**src/rtl/memory_access_unit_if.sv**
```systemverilog
// Request/response bus between the CPU load/store stage and the memory access unit.
// The CPU side is the master; the memory access unit is the slave.
interface memory_access_unit_if;
    logic        start;
    logic        is_write;
    logic [2:0]  funct3;
    logic [31:0] address;
    logic [31:0] write_data;
    logic        busy;
    logic        done;
    logic        error;
    logic [31:0] read_data;

    // start is a strobe sampled only while the unit is idle; done pulses once per
    // accepted request and qualifies error/read_data, which then hold until the next start.
    modport master (
        output start, is_write, funct3, address, write_data,
        input  busy, done, error, read_data
    );

    modport slave (
        input  start, is_write, funct3, address, write_data,
        output busy, done, error, read_data
    );
endinterface

```
**src/rtl/memory_access_unit.sv**
```systemverilog
// Splits one byte/halfword/word load or store into little-endian single-byte RAM
// accesses, one per clock, and assembles/extends load data with error reporting.
module memory_access_unit #(
    parameter bit CHECK_ALIGNMENT = 1'b1
) (
    input  logic        clk,
    input  logic        reset,
    memory_access_unit_if.slave bus,
    output logic [31:0] mem_address,
    output logic [7:0]  mem_write_data,
    output logic        mem_write_enable,
    output logic        mem_output_enable,
    input  logic [7:0]  mem_read_data,
    input  logic        mem_illegal_address,
    output logic [1:0]  debug_state
);

    typedef enum logic [1:0] {
        IDLE   = 2'd0,
        ACCESS = 2'd1,
        FINISH = 2'd2
    } state_t;

    state_t      state;
    state_t      state_next;

    logic [1:0]  count;
    logic        lat_write;
    logic [2:0]  lat_funct3;
    logic [31:0] lat_data;
    logic [31:0] load_buf;
    logic        error_r;
    logic [31:0] read_data_r;

    logic        req_misaligned;
    logic        req_invalid;
    logic [1:0]  last_index;
    logic        last_byte;
    logic [31:0] merged;
    logic [7:0]  store_byte;

    // Request qualification, evaluated on the live bus while idle.
    always_comb begin
        req_misaligned = 1'b0;
        if (bus.funct3[1:0] == 2'b01) begin
            req_misaligned = bus.address[0];
        end else if (bus.funct3[1:0] == 2'b10) begin
            req_misaligned = (bus.address[1:0] != 2'b00);
        end
        req_invalid = (bus.funct3 == 3'b011) || (bus.funct3 == 3'b110) ||
                      (bus.funct3 == 3'b111) ||
                      (bus.is_write && bus.funct3[2]) ||
                      (CHECK_ALIGNMENT && req_misaligned);
    end

    always_comb begin
        case (lat_funct3[1:0])
            2'b00:   last_index = 2'd0;
            2'b01:   last_index = 2'd1;
            default: last_index = 2'd3;
        endcase
        last_byte  = (count == last_index);
        store_byte = lat_data[{count, 3'b000} +: 8];
        merged     = load_buf;
        merged[{count, 3'b000} +: 8] = mem_read_data;
    end

    function automatic logic [31:0] extend(input logic [2:0] f, input logic [31:0] w);
        case (f)
            3'b000:  extend = {{24{w[7]}}, w[7:0]};
            3'b001:  extend = {{16{w[15]}}, w[15:0]};
            3'b100:  extend = {24'h0, w[7:0]};
            3'b101:  extend = {16'h0, w[15:0]};
            default: extend = w;
        endcase
    endfunction

    always_ff @(posedge clk) begin
        if (reset) begin
            state <= IDLE;
        end else begin
            state <= state_next;
        end
    end

    // Enables are combinational from state; reset masks them so an aborted store
    // cannot write in the cycle reset is sampled.
    always_comb begin
        state_next        = state;
        mem_write_enable  = 1'b0;
        mem_output_enable = 1'b0;
        mem_write_data    = 8'h00;
        case (state)
            IDLE: begin
                if (bus.start) begin
                    state_next = req_invalid ? FINISH : ACCESS;
                end
            end
            ACCESS: begin
                mem_output_enable = !lat_write;
                mem_write_enable  = lat_write && !mem_illegal_address;
                mem_write_data    = lat_write ? store_byte : 8'h00;
                if (mem_illegal_address || last_byte) begin
                    state_next = FINISH;
                end
            end
            FINISH: begin
                state_next = IDLE;
            end
            default: begin
                state_next = IDLE;
            end
        endcase
        if (reset) begin
            mem_write_enable  = 1'b0;
            mem_output_enable = 1'b0;
        end
    end

    always_ff @(posedge clk) begin
        if (reset) begin
            count       <= 2'd0;
            lat_write   <= 1'b0;
            lat_funct3  <= 3'b000;
            lat_data    <= 32'h0;
            load_buf    <= 32'h0;
            error_r     <= 1'b0;
            read_data_r <= 32'h0;
            mem_address <= 32'h0;
        end else begin
            case (state)
                IDLE: begin
                    if (bus.start) begin
                        lat_write   <= bus.is_write;
                        lat_funct3  <= bus.funct3;
                        lat_data    <= bus.write_data;
                        count       <= 2'd0;
                        load_buf    <= 32'h0;
                        read_data_r <= 32'h0;
                        error_r     <= req_invalid;
                        // Rejected requests never touch memory, so the address bus keeps its value.
                        if (!req_invalid) begin
                            mem_address <= bus.address;
                        end
                    end
                end
                ACCESS: begin
                    if (mem_illegal_address) begin
                        error_r <= 1'b1;
                    end else begin
                        if (!lat_write) begin
                            load_buf <= merged;
                        end
                        if (last_byte) begin
                            read_data_r <= lat_write ? 32'h0 : extend(lat_funct3, merged);
                        end else begin
                            count       <= count + 2'd1;
                            mem_address <= mem_address + 32'd1;
                        end
                    end
                end
                default: begin
                end
            endcase
        end
    end

    assign bus.busy      = (state != IDLE);
    assign bus.done      = (state == FINISH);
    assign bus.error     = error_r;
    assign bus.read_data = read_data_r;
    assign debug_state   = state;

endmodule

```
**src/flat_wrapper.sv**
```systemverilog
// flat-port wrapper written by rule: the top's interface ports become plain ports
module memory_access_unit_flat 
#(
    parameter bit CHECK_ALIGNMENT = 1'b1
)
  (clk, reset, mem_address, mem_write_data, mem_write_enable, mem_output_enable, mem_read_data, mem_illegal_address, debug_state, bus_start, bus_is_write, bus_funct3, bus_address, bus_write_data, bus_busy, bus_done, bus_error, bus_read_data);
  memory_access_unit_if bus_i ();
  input  logic clk;
  input  logic reset;
  output logic [31:0] mem_address;
  output logic [7:0] mem_write_data;
  output logic mem_write_enable;
  output logic mem_output_enable;
  input  logic [7:0] mem_read_data;
  input  logic mem_illegal_address;
  output logic [1:0] debug_state;
  input wire logic [$bits(bus_i.start)-1:0] bus_start;
  input wire logic [$bits(bus_i.is_write)-1:0] bus_is_write;
  input wire logic [$bits(bus_i.funct3)-1:0] bus_funct3;
  input wire logic [$bits(bus_i.address)-1:0] bus_address;
  input wire logic [$bits(bus_i.write_data)-1:0] bus_write_data;
  output wire logic [$bits(bus_i.busy)-1:0] bus_busy;
  output wire logic [$bits(bus_i.done)-1:0] bus_done;
  output wire logic [$bits(bus_i.error)-1:0] bus_error;
  output wire logic [$bits(bus_i.read_data)-1:0] bus_read_data;
  assign bus_i.start = bus_start;
  assign bus_i.is_write = bus_is_write;
  assign bus_i.funct3 = bus_funct3;
  assign bus_i.address = bus_address;
  assign bus_i.write_data = bus_write_data;
  assign bus_busy = bus_i.busy;
  assign bus_done = bus_i.done;
  assign bus_error = bus_i.error;
  assign bus_read_data = bus_i.read_data;
  memory_access_unit #(.CHECK_ALIGNMENT(CHECK_ALIGNMENT)) u_core (.clk(clk), .reset(reset), .bus(bus_i), .mem_address(mem_address), .mem_write_data(mem_write_data), .mem_write_enable(mem_write_enable), .mem_output_enable(mem_output_enable), .mem_read_data(mem_read_data), .mem_illegal_address(mem_illegal_address), .debug_state(debug_state));
endmodule
```
**config.mk**
```make
export PLATFORM = sky130hd
export DESIGN_NAME = memory_access_unit_flat
export DESIGN_NICKNAME = d
export VERILOG_FILES = /design/src/rtl/memory_access_unit_if.sv /design/src/rtl/memory_access_unit.sv /design/src/flat_wrapper.sv
export SDC_FILE = /design/constraint.sdc
export NUM_CORES = 1
export LEC_CHECK = 0
export ABC_AREA = 0
export BUFFER_PORTS_ARGS = -buffer_cell sky130_fd_sc_hd__buf_2
export CAP_MARGIN = 5
export CORE_MARGIN = 8
export CORE_UTILIZATION = 55
export DETAILED_ROUTE_END_ITERATION = 12
export GPL_TIMING_DRIVEN = 0
export PLACE_DENSITY = 0.82
export RECOVER_POWER = 25
export SKIP_CTS_REPAIR_TIMING = 1
export SLEW_MARGIN = 30
export SYNTH_ARGS = -nofsm -noshare
export SYNTH_HDL_FRONTEND = slang
export SYNTH_SLANG_ARGS = --single-unit
```
**constraint.sdc**
```tcl
create_clock -name clk -period 3.8 [get_ports clk]
set_input_delay 0.38 -clock clk [delete_from_list [all_inputs] [get_ports clk]]
set_output_delay 0.38 -clock clk [all_outputs]
set_load 0.01 [all_outputs]
```
# ---- After elaboration in Yosys (flattened, before gate mapping)
# Cells that the tools add are included.
dict set report op_classes {
  add_sub_neg 3
  mux 35
  n_eq_ne 20
  reduce_logical 22
  shift 3
}
# operator n
set ops {}
lappend ops {{$mux 32} 10}
lappend ops {{$pmux 32 s2} 3}
lappend ops {{$pmux 32 s4} 1}
lappend ops {{$add 32x1->32 const B} 1}
lappend ops {{$bwmux 32} 1}
lappend ops {{$shift 8x7->32 const A} 1}
lappend ops {{$shiftx 32x6->8} 1}
lappend ops {{$shiftx 8x7->32} 1}
lappend ops {{$mux 8} 2}
lappend ops {{$eq 3x3->1 const B} 4}
lappend ops {{$mux 2} 6}
lappend ops {{$ne 2x2->1 const B} 6}
lappend ops {{$pmux 2 s2} 3}
lappend ops {{$reduce_and 4->1} 3}
lappend ops {{$mux 1} 8}
lappend ops {{$neg 5->7} 1}
lappend ops {{$eq 2x1->1 const B} 3}
lappend ops {{$reduce_bool 2->1} 3}
lappend ops {{$logic_or 1x1->1} 5}
lappend ops {{$reduce_and 5->1} 1}
lappend ops {{$eq 2x2->1 const B} 2}
lappend ops {{$logic_not 2->1} 2}
lappend ops {{$ne 2x1->1 const B} 2}
lappend ops {{$reduce_and 2->1} 2}
lappend ops {{other kinds (9)} 11}
dict set report word_totals {
  input_bits 80
  out_inout_bits 79
  regBits 137
  wordCells 92
}

# ---- Depth between registers and ports, before layout
dict set report depth {
  depth_word 8
  mapped_depth 11
  ltp_nobuf 7
}

# ---- Worst setup path before layout
# No wires, ideal clock.
dict set report synth_timing {
  path_type {register -> register}
  start {register u_core.count[0]}
  end {register u_core.read_data_r[20], in the netlist u_core.bus.read_data[20]}
  synth_period_minus_slack_ps 2517
  n_path_buf 4
  setup_slack_ps 1283
  stages_incl_launch_ff 12
  required_time_ps 3683
  setup_ps 117
  t_arrival_ps 2400
  path_cell_list {dfxtp_1 -> buf_2 -> buf_2 -> inv_1 -> ha_1 -> and4b_1 -> buf_2 -> a21oi_1 -> a211oi_1 -> o21a_2 -> buf_4 -> a22o_1}
}
dict set report synth_between {
  elab_chain_cells 8
  elab_cells_between_ends 12
  classes_between {add/sub: 1; eq/ne: 2; shift: 2; mux: 6; reduce/logical: 1}
}
# item line_no
set synth_lines {}
lappend synth_lines {{start, declared} memory_access_unit.sv:27} ;# logic [1:0] count;
lappend synth_lines {{start signal, assigned} memory_access_unit.sv:157} ;# count <= count + 2'd1;
lappend synth_lines {{$neg 5->7} memory_access_unit.sv:65} ;# merged[{count, 3'b000} +: 8] = mem_read_data;
lappend synth_lines {{$shiftx 8x7->32 / $shift 8x7->32 (equally long branches)} memory_access_unit.sv:65}
lappend synth_lines {{$bwmux 32} memory_access_unit.sv:65}
lappend synth_lines {{$pmux 32 s4} memory_access_unit.sv:69} ;# case (f)
lappend synth_lines {{$mux 32} memory_access_unit.sv:155} ;# read_data_r <= lat_write ? 32'h0 : extend(lat_funct3, merged);
lappend synth_lines {{$mux 32} memory_access_unit.sv:154} ;# if (last_byte) begin
lappend synth_lines {{$mux 32} memory_access_unit.sv:148} ;# if (mem_illegal_address) begin
lappend synth_lines {{$pmux 32 s2} memory_access_unit.sv:131} ;# case (state)
lappend synth_lines {{end signal, assigned} memory_access_unit.sv:155}
lappend synth_lines {{end, declared} memory_access_unit.sv:33} ;# logic [31:0] read_data_r;
# Several ways; a longest one is shown, not always the timed one. The select of a mux whose other input is x is not followed.
# A chain may end at the register's enable or synchronous reset.

# ---- Worst setup path in the final report
dict set report layout_timing {
  start {register u_core.count[1]}
  end {register u_core.read_data_r[21], in the netlist u_core.bus.read_data[21]}
}
# Same word-level chain as after synthesis.

==> impl_results.md <==
- Outcome: complete, no violations
- Max-cap violations: 0
- Synthesized net count: 908
- Number of core rows: 40
- Layout area overhead: 22.39%
- # H-tree levels: 4
- Met1 wire length: 8462 um
- TritonCTS clock tree: yes
- Crit path DAT: 3.43 ns
- Clk sinks: 137
- Final hold viol count: 0
- Top layer in use: met5
- Sequential share of the synthesized area: 41.98%
- Largest stage delay, worst path: 0.54 ns
- IO Pins: 159
- Period minus WS final: 3.124 ns
- Commonest non-fill, non-tap cell in the layout: nand2_1
- Synth cell types: 62
- Largest net degree at the start of global routing: 17
- Via count: 7000
- Worst path top cell family by delay: buffers and inverters
- Die width: 125.0 um
- Synth Flop Type: dfxtp_1
- Post-synthesis compound-gate area fraction: 24.92%
- Register bit total from synthesis: 137
- Wire per inst: 18.20 um
- Clock Latency Late Sink: 0.42 ns
- Vias in the first global route: 6667
- Crit path max fanout: 10
- Worst-margin pin slew: 0.9012 ns
- Worst path bufs/invs: 4
- Synthesized instance count: 822
- Synth Area in Simple Gates: 23.56%
- CP Cell Sequence: buf_1, inv_1, ha_1, and4b_1, buf_2, a21oi_1, a211oi_1, o21a_2, buf_4, a22o_1
- Drt total wl: 21080 um
- Reg clk slew, reported paths: 0.06 ns
- Design Power: 0.003476 W
- CP Capture Type: flop
- Setup TNS: 0 ns
- DRT Pass-1 Iters: 5
- Area after DPL: 0.007502 mm2
- Yosys warning total: 0
- Placed Cells: 1126
- Via density: 6.045
- Final routed DRC violation total: 0
- Final Cycle Share: 82.20%
- Synth Area per Inst: 7.947 um2
- Post-synth EDFFs: 0
- Hold Path Cell Cnt: 3
- Setup Crit Path Kind: flop to flop
- Initial Utilization: 55.31%
- DP Wirelength: 14860 um
- Peak VDD IR: 0.2728 mV
- Antenna violations before repair: 3
- RSZ-0062 raised after global routing: false
- Initial drt markers: 703
- DR WL met2: 9671 um
- Crit path depth: 10
- Adder-Cell Fraction of Synth Area: 1.149%
- Total CTS buffers: 17
- Layout cells sized above 1: 17.03%
- Most frequent cells in the layout: 144 x nand2_1, 137 x dfxtp_1, 117 x buf_2, 117 x a21oi_1, 95 x clkbuf_1
- Static Leakage: 3.115 nW
- Ys async rst share: 0%
- # setup viols final: 0
- Root Driver: clkbuf_16
- Die Ht: 125.0 um
- Routed Antenna Nets: 0
- Slew headroom: 39.51%
- Startpoint Class: flop
- Remaining Overflow, GRT: 0
- Main combinational cell family by area after synthesis: compound AO/OA/AOI/OAI gates
- PortBufs: 157
- DIE AREA: 0.01562 mm2
- Layout Cells excl Fill: 1158
- CTS Buffer Depth: 2
- Pins Over Slew Limit: 0
- P per Cell Area: 434.8 mW/mm2
- Mapped Area: 0.006533 mm2
- Final net count: 1084
- XOR/XNOR Fraction of Synth Area: 0.1341%
- Max frequency: 320.1 MHz
- Max Clock Skew: 0.006473 ns
- CP max stage cell: buf_1
- First-pass GRT wire length: 33400 um
- Core box area: 0.01181 mm2
- Tot GR Track Use: 26.19%
- Final Instance Area: 0.007995 mm2
- Worst hold path class: input pin to flop
- Multiplexer share of the synthesized area: 2.758%
- R2R depth: 10
- Critical path required time: 4.11 ns
- GPL Wtd Cong: 0.9252
- Met3 routed WL: 2406 um
Yosys cell counts (2+ instances only):
cell type / instances / share of area, %
a41o_1: 2 / 0.31
mux4_2: 8 / 2.8
o21ai_0: 38 / 2.9
nand3_1: 24 / 1.8
dfxtp_1: 137 / 42
nand4_1: 12 / 1.1
clkbuf_1: 39 / 2.2
o211ai_1: 2 / 0.23
or2_0: 2 / 0.19
a21oi_1: 117 / 9.0
a21o_1: 5 / 0.57
a22oi_1: 9 / 1.0
o31a_1: 3 / 0.40
buf_1: 7 / 0.40
a32o_1: 5 / 0.77
o31ai_1: 7 / 0.80
nor3_1: 8 / 0.61
o21bai_1: 2 / 0.23
o41ai_1: 3 / 0.40
or3_1: 5 / 0.48
nor2b_1: 29 / 2.8
and3_1: 14 / 1.3
nand2b_1: 3 / 0.29
a311oi_1: 5 / 0.67
nand2_1: 144 / 8.3
or2_2: 5 / 0.48
a211oi_1: 9 / 1.0
a31oi_1: 5 / 0.48
ha_1: 6 / 1.1
o32ai_1: 3 / 0.40
buf_4: 3 / 0.34
buf_6: 2 / 0.34
o22ai_1: 4 / 0.38
nor4_1: 6 / 0.57
and2_1: 2 / 0.19
inv_1: 19 / 1.1
nor3b_1: 3 / 0.34
buf_2: 14 / 1.1
a22o_1: 24 / 3.2
or4_1: 2 / 0.23
nor4bb_1: 2 / 0.31
nor2_1: 63 / 3.6
worst register-to-register path, delay by kind of cell, from the launching register on:
| kind | cells | cell delay, ns |
|---|---|---|
| adders and majority gates | 1 | 0.37 |
| and+or+nand+nor | 1 | 0.25 |
| AOI/OAI and AO/OA | 4 | 0.86 |
| DFF | 1 | 0.44 |
| buffers and inverters | 4 | 1.09 |
state kept, by name (all words and copies together), names as in the netlist:
name / cells
u_core.bus.error: 1
u_core.bus.read_data: 32
u_core.count: 2
u_core.debug_state: 2
u_core.lat_data: 32
u_core.lat_funct3: 3
u_core.lat_write: 1
u_core.load_buf: 32
u_core.mem_address: 32
kinds of logic (layout without fill, tap and decap cells):
family | count (synthesis) | after routing
AO/OA/AOI/OAI | 256 | 256
XOR/XNOR | 1 | 1
adder cells (fa/ha/maj) | 6 | 6
buffers and inverters | 84 | 272
flip-flops | 137 | 137
multiplexers | 8 | 8
other | 0 | 1
AND/OR/NAND/NOR | 330 | 330
layer usage:
metal	vias up	global-route usage, %
li1	3277	-
met1	3220	32.11
met2	438	40.78
met3	61	9.265
met4	4	11.46
met5	-	0
layout make-up:
type	count	area, um2
clock buffers	23	488.0
clock inverters	8	70.07
plain buffers	65	287.8
repair buffers	157	718.2
well taps	147	183.9
inverters	19	71.32
flip-flops and latches	137	2743
fillers	1016	3816
diodes	1	2.502
multi-input cells	601	3431
stage by stage:
stage | hold slack (ns) | setup WS, ns | util [%]
after floorplan | 0.4331 | 1.283 | -
after global placement | 0.4312 | 0.7805 | 63.52
after detailed placement | 0.4431 | 0.7632 | 63.52
after CTS | 0.1867 | 0.7033 | 68.24
after global routing | 0.1917 | 0.4428 | 67.69
final | 0.1893 | 0.6763 | 67.69
report_power, final:
group | switching (W) | internal (W)
combinational | 0.000242 | 0.000138
sequential | 0.0000507 | 0.00149
clock | 0.000597 | 0.000958
total | 0.000889 | 0.00259
final timing paths:
check	startpoint	slack [ns]	to
worst max-delay path	u_core.count[1]$_SDFFE_PP0P_	0.68	u_core.bus.read_data[21]$_SDFFE_PP0P_
worst min-delay path	bus_write_data[3]	0.19	u_core.lat_data[3]$_SDFFE_PP0P_
worst min register to register	u_core.lat_data[24]$_SDFFE_PP0P_	0.45	u_core.lat_data[24]$_SDFFE_PP0P_
worst max register to register	u_core.count[1]$_SDFFE_PP0P_	0.68	u_core.bus.read_data[21]$_SDFFE_PP0P_
Power figures use the tool's default switching activity.
